`src/rtl/front_panel_buttons.sv`:
```
// Front-panel switch conditioner: synchronize, debounce, latch each press, and issue
// presses one at a time as single-cycle command pulses, gated by downstream busy.
module front_panel_buttons #(
  parameter int N_SW            = 8,
  parameter int DEBOUNCE_CYCLES = 250000,
  parameter int CNT_W           = 18,
  parameter int ACTIVE_LOW      = 0,
  parameter int HOLDOFF         = 2
) (
  input  logic            clk,
  input  logic            reset,
  input  logic [N_SW-1:0] sw_raw,
  input  logic            busy,
  output logic [N_SW-1:0] sw_level,
  output logic [N_SW-1:0] sw_pulse,
  output logic [N_SW-1:0] pending
);

  localparam int HO_W = $clog2(HOLDOFF + 1);
  localparam logic [CNT_W-1:0] CNT_MAX  = CNT_W'(DEBOUNCE_CYCLES - 1);
  localparam logic [N_SW-1:0]  INV_MASK = (ACTIVE_LOW != 0) ? '1 : '0;
  localparam logic [HO_W-1:0]  HO_LOAD  = HO_W'(HOLDOFF);

  typedef enum logic [0:0] {IDLE, HOLD} state_e;

  state_e                       state_q, state_d;
  logic [HO_W-1:0]              holdoff_q, holdoff_d;
  logic [N_SW-1:0]              sync1_q, sync1_d;
  logic [N_SW-1:0]              sync2_q, sync2_d;
  logic [N_SW-1:0]              level_q, level_d;
  logic [N_SW-1:0]              pending_q, pending_d;
  logic [N_SW-1:0]              pulse_q, pulse_d;
  logic [N_SW-1:0][CNT_W-1:0]   cnt_q, cnt_d;
  logic [N_SW-1:0]              rise;
  logic [N_SW-1:0]              lowest_sel;

  // Synchronizer and per-bit debounce counters.
  always_comb begin
    sync1_d = sw_raw ^ INV_MASK;
    sync2_d = sync1_q;
    level_d = level_q;
    cnt_d   = cnt_q;
    for (int i = 0; i < N_SW; i++) begin
      if (sync2_q[i] == level_q[i]) begin
        cnt_d[i] = '0;
      end else if (cnt_q[i] == CNT_MAX) begin
        level_d[i] = sync2_q[i];
        cnt_d[i]   = '0;
      end else begin
        cnt_d[i] = cnt_q[i] + CNT_W'(1);
      end
    end
    rise = level_d & ~level_q;
  end

  // Issue FSM. Pending set has priority over the clear of the bit being issued.
  always_comb begin
    state_d    = state_q;
    holdoff_d  = holdoff_q;
    pulse_d    = '0;
    lowest_sel = pending_q & (~pending_q + N_SW'(1));
    case (state_q)
      IDLE: begin
        if (!busy && (pending_q != '0)) begin
          pulse_d   = lowest_sel;
          holdoff_d = HO_LOAD;
          state_d   = HOLD;
        end
      end
      HOLD: begin
        holdoff_d = holdoff_q - HO_W'(1);
        if (holdoff_q <= HO_W'(1)) begin
          holdoff_d = '0;
          state_d   = IDLE;
        end
      end
      default: state_d = IDLE;
    endcase
    pending_d = (pending_q & ~pulse_d) | rise;
  end

  always_ff @(posedge clk) begin
    if (reset) begin
      state_q   <= IDLE;
      holdoff_q <= '0;
      sync1_q   <= '0;
      sync2_q   <= '0;
      level_q   <= '0;
      pending_q <= '0;
      pulse_q   <= '0;
      cnt_q     <= '0;
    end else begin
      state_q   <= state_d;
      holdoff_q <= holdoff_d;
      sync1_q   <= sync1_d;
      sync2_q   <= sync2_d;
      level_q   <= level_d;
      pending_q <= pending_d;
      pulse_q   <= pulse_d;
      cnt_q     <= cnt_d;
    end
  end

  assign sw_level = level_q;
  assign sw_pulse = pulse_q;
  assign pending  = pending_q;

endmodule
```
`config.mk`:
```
export PLATFORM = sky130hd
export DESIGN_NAME = front_panel_buttons
export DESIGN_NICKNAME = d
export VERILOG_FILES = /design/src/rtl/front_panel_buttons.sv
export SDC_FILE = /design/constraint.sdc
export NUM_CORES = 1
export LEC_CHECK = 0
export ABC_AREA = 1
export BUFFER_PORTS_ARGS = -buffer_cell sky130_fd_sc_hd__buf_4
export CORE_MARGIN = 2
export CORE_UTILIZATION = 54
export DETAILED_ROUTE_END_ITERATION = 12
export HOLD_SLACK_MARGIN = 0.06
export PLACE_DENSITY = 0.71
export REMOVE_ABC_BUFFERS = 1
export SKIP_CTS_REPAIR_TIMING = 1
export SLEW_MARGIN = 20
export SYNTH_ARGS = -nofsm -noshare
export SYNTH_HDL_FRONTEND = slang
export SYNTH_SLANG_ARGS = --single-unit
```
`constraint.sdc`:
```
create_clock -name clk -period 2.1 [get_ports clk]
set_input_delay 0.42 -clock clk [delete_from_list [all_inputs] [get_ports clk]]
set_output_delay 0.42 -clock clk [all_outputs]
set_load 0.01 [all_outputs]
```
* Yosys cells after proc, flatten, opt, wreduce, memory -nomap -nowiden *
Cells that the tools add are included.

storage, ports and cells
  logic and storage cells = 86
  bits in registers = 187
  output and inout port bits = 24
  input port bits = 11

cells by class
  muxes and demuxes = 24
  reduce and logical (&&, ||, !) cells = 11
  $lt $le $gt $ge = 1
  bitwise gates (word level) = 8
  add/sub/neg operators = 10
  equality and inequality tests = 17

operators with widths
  kind                     number
  $add A18 B1 Y18 const B  8
  $eq A18 B18 Y1 const B   8
  $and A8 B8 Y8            3
  $not A8 Y8               3
  $reduce_or A3 Y1         8
  $mux W1                  18
  $mux W8                  2
  $add A8 B1 Y8 const B    1
  $eq A1 B1 Y1             8
  $or A8 B8 Y8             1
  $reduce_bool A8 Y1       1
  $mux W2                  2
  $pmux W2 S2              1
  $le A2 B1 Y1 const B     1
  $ne A2 B2 Y1 const B     1
  $pmux W1 S2              1
  $sub A2 B1 Y2 const B    1
  $logic_and A1 B1 Y1      1
  $logic_not A1 Y1         1
  $not A1 Y1               1

* Depth between registers and ports, before layout *
  word-level depth = 8
  mapped depth = 9

* Worst setup path before layout *
Ideal clock, no wire load.

  path type = register -> register
  from = reg cnt_q[54] (netlist name)
  to = reg cnt_q[62] (netlist name)
  data required time = 1985 ps
  data arrival time = 1308 ps
  setup time = 115 ps
  path slack = 677 ps
  cell stages (with the launch flop) = 10
  clock period less this slack = 1423 ps
  cell sequence = dfxtp_1 ha_1 nand2_2 inv_2 nand2_2 nor2_1 nand3_2 nand2_4 buf_6 nor2_1

between the ends
  cells in the longest elaborated chain, start to end = 2
  elaborated cells on any way between the ends = 3
  classes of those cells = 1 x add/sub; 1 x eq/ne; 1 x reduce/logical

ends and longest elaborated chain
  element                                                                  line  RTL
  start, declared                                                          33    logic [N_SW-1:0][CNT_W-1:0] cnt_q, cnt_d;
  start signal, assigned                                                   100   cnt_q <= cnt_d;
  parallel branches: the longest is 2 deep, another holds $add A18 B1 Y18  -

Several ways; the timed one is not identified.
A chain may end at the register's enable or synchronous reset.

* Worst setup path after layout *
  from = reg cnt_q[36] (netlist name)
  to = reg cnt_q[48] (netlist name)

Same word-level chain as after synthesis.

==> impl_metrics.json <==
{
  "postSynth.asyncResetShare_pct": 0,
  "netlist_area_mm2": 0.008969,
  "viasPerCell": 5.060,
  "r2r-start": "cnt_q[36]",
  "grt_pass1_wl_um": 31350,
  "path_max_fanout": 18,
  "finalCriticalPeriod_ns": 1.641,
  "io_pins": 35,
  "synthMuxAreaShare_pct": 0,
  "die_area_mm2": 0.01766,
  "ctsHtreeMaxLevel": 4,
  "pre_cts_ws_ns": 0.5098,
  "synthAdderAreaFrac_pct": 1.116,
  "hold_path_class": "in -> reg",
  "setup_violations": 0,
  "vias": 7726,
  "hold_slack_ns": 0.1913,
  "clk_latency_ns": 0.43,
  "setup_slack_ns": 0.4593,
  "cts.sinks": 187,
  "final_cell_mix": "253 x nor2_1, 241 x nand2_1, 187 x dfxtp_1",
  "drc": 0,
  "grt_antenna_before_repair": 0,
  "grt_usage_pct": 21.50,
  "r2r-end": "cnt_q[48]",
  "synth_edf_count": 0,
  "mostFrequentLayoutCell": "nor2_1",
  "wire_per_inst_um": 12.09,
  "synth_top_family_by_area": "simple AND/OR/NAND/NOR gates",
  "synth-compound-area-share_pct": 6.027,
  "coreArea_mm2": 0.01641,
  "netlist_instances": 1254,
  "holdPathStages": 3,
  "tightest_slew_ns": 0.4543,
  "clk_pin_slew_ns": 0.06,
  "cap_violations": 0,
  "report.final.slew_viol_count": 0,
  "cts_tree": "done",
  "fin_crit_sh_pct": 78.13,
  "area_growth_pct": 12.19,
  "synth-xor-area-share_pct": 4.883,
  "endpoint_kind": "flip-flop",
  "worst-endpoint-arrival_ns": 1.95,
  "grt-ovfl-total": 0,
  "start_util_pct": 54.66,
  "initialDrtViolationCount": 458,
  "hold_violations": 0,
  "drt-total-wl_um": 18460,
  "synth_warnings": 0,
  "holdPathEnd": "sync1_q[1]",
  "fp.dieH_um": 132.9,
  "reg2reg_depth": 8,
  "status": "finished, final reports clean",
  "gp_congestion": 0.8686,
  "dp_hpwl_um": 13450,
  "rows": 47,
  "p_leak_nw": 3.314,
  "antenna_cells": 0,
  "layoutNonFillerInstCount": 1527,
  "drive_gt1_share_pct": 10.18,
  "ys_types": 37,
  "maxSlewHeadroom_pct": 69.48,
  "final.setup.tns_ns": 0,
  "yosys.area_share.simple_pct": 38.70,
  "port_buffers": 34,
  "numCtsBuffers": 17,
  "rrSetupSlack_ns": 0.46,
  "irDropWorstVdd_mv": 0.5956,
  "yosysSeqAreaShare_pct": 41.74,
  "rsz0062_at_grt": "no",
  "dp.cells": 1496,
  "crit_type": "reg -> reg",
  "cts_buffer_depth": 2,
  "drtPass1Iterations": 5,
  "power.density_mw_per_mm2": 724.8,
  "grt_max_degree": 23,
  "nets": 1314,
  "required_ns": 2.41,
  "synth-seq-cells": 187,
  "ctsRootBufferMaster": "clkbuf_16",
  "grt_pass1_vias": 7071,
  "cp-start-kind": "flip-flop",
  "hold_start": "sw_raw[1]",
  "die_x_um": 132.9,
  "skew_ns": 0.008308,
  "max_freq_mhz": 609.5,
  "avgSynthCellArea_um2": 7.152,
  "antenna_left": 0,
  "ys.flop_type": "dfxtp_1"
}
-- flip-flops by register name, summed over array words and instances, names as in the netlist --
signal / flops
cnt_q: 144
pending: 8
sw_level: 8
sw_pulse: 8
sync1_q: 8
sync2_q: 8
holdoff_q: 2
state_q: 1
-- synth_stat cells, types with 2 or more instances --
master    instances  share of area [%]
ha_1              8                1.1
nor3_2            9                1.0
inv_2             6               0.25
nor3_1           26                1.5
nor2_4            7               0.88
nor3_4            4               0.73
a21oi_1          73                4.1
a21oi_2           2               0.20
nand3_1          90                5.0
nand2_1         241                 10
or2_0            11               0.77
or2_2             5               0.35
inv_1           138                5.8
nand3_2           5               0.56
nand4_1          47                3.3
buf_2             2               0.11
xnor2_1          12                1.2
o21ai_0          22                1.2
nand2_4           6               0.75
nand3b_1          8               0.67
nor2_2            7               0.49
nor2_1          253                 11
dfxtp_1         187                 42
o21ai_1           2               0.11
clkbuf_1          4               0.17
nand2_2          14               0.98
a31oi_1           3               0.21
buf_6             9                1.1
nor3b_1           8               0.67
xor2_1           38                3.7
-- cell families (layout without fill, tap and decap cells) --
group	Yosys count	count (layout)
flops	187	187
fa+ha+maj	8	8
simple gates	745	745
xor+xnor	50	50
buf+inv	160	213
compound gates	104	104
-- worst max-delay path by stage --
stage          startpoint          to
2_1_floorplan   cnt_q[36]   cnt_q[44]
3_3_place_gp        reset  cnt_q[140]
3_5_place_dp        reset  cnt_q[140]
4_1_cts         cnt_q[36]   cnt_q[48]
5_1_grt         cnt_q[36]   cnt_q[52]
6_report        cnt_q[36]   cnt_q[48]
-- final cells by class --
class / count / area [um^2]
fill: 1498 / 6345
multi-input combinational: 907 / 4549
sequential: 187 / 3744
inverter: 145 / 549.3
clock buffer: 24 / 481.7
timing repair buffer: 37 / 277.8
tap: 220 / 275.3
clock inverter: 7 / 185.2
-- per-layer routing --
layer / wire length, um / share of wire [%] / vias up / track usage [%]
met5: 0 / 0 / - / 0
li1: - / - / 4105 / -
met2: 8634 / 47 / 105 / 35.92
met1: 8878 / 48 / 3492 / 27.71
met3: 620 / 3.4 / 24 / 4.521
met4: 321 / 1.7 / 0 / 7.228
-- report_power, final --
group / internal (W) / total (W) / switching [W]
Sequential: 0.00357 / 0.00358 / 0.0000135
Clock: 0.00232 / 0.00362 / 0.00130
Combinational: 0.0000326 / 0.0000948 / 0.0000622
Total: 0.00592 / 0.00729 / 0.00137
-- worst max-delay path, stage by stage (launching register included) --
cell and delay (ns):
dfxtp_1 0.51, ha_1 0.24, nand2_1 0.07, inv_2 0.08, nand2_4 0.08, nor2_1 0.14
nand3_2 0.12, nand3_4 0.21, a21oi_1 0.07
-- stage by stage --
step,power [W],cell area (um^2),utilization (%)
2_1_floorplan,0.003704,8842,-
3_3_place_gp,0.003753,9395,57.26
3_5_place_dp,0.003754,9395,57.26
4_1_cts,0.007353,10060,61.33
5_1_grt,0.007514,10060,61.33
6_report,0.007293,10060,61.33
Power figures use the tool's default switching activity.
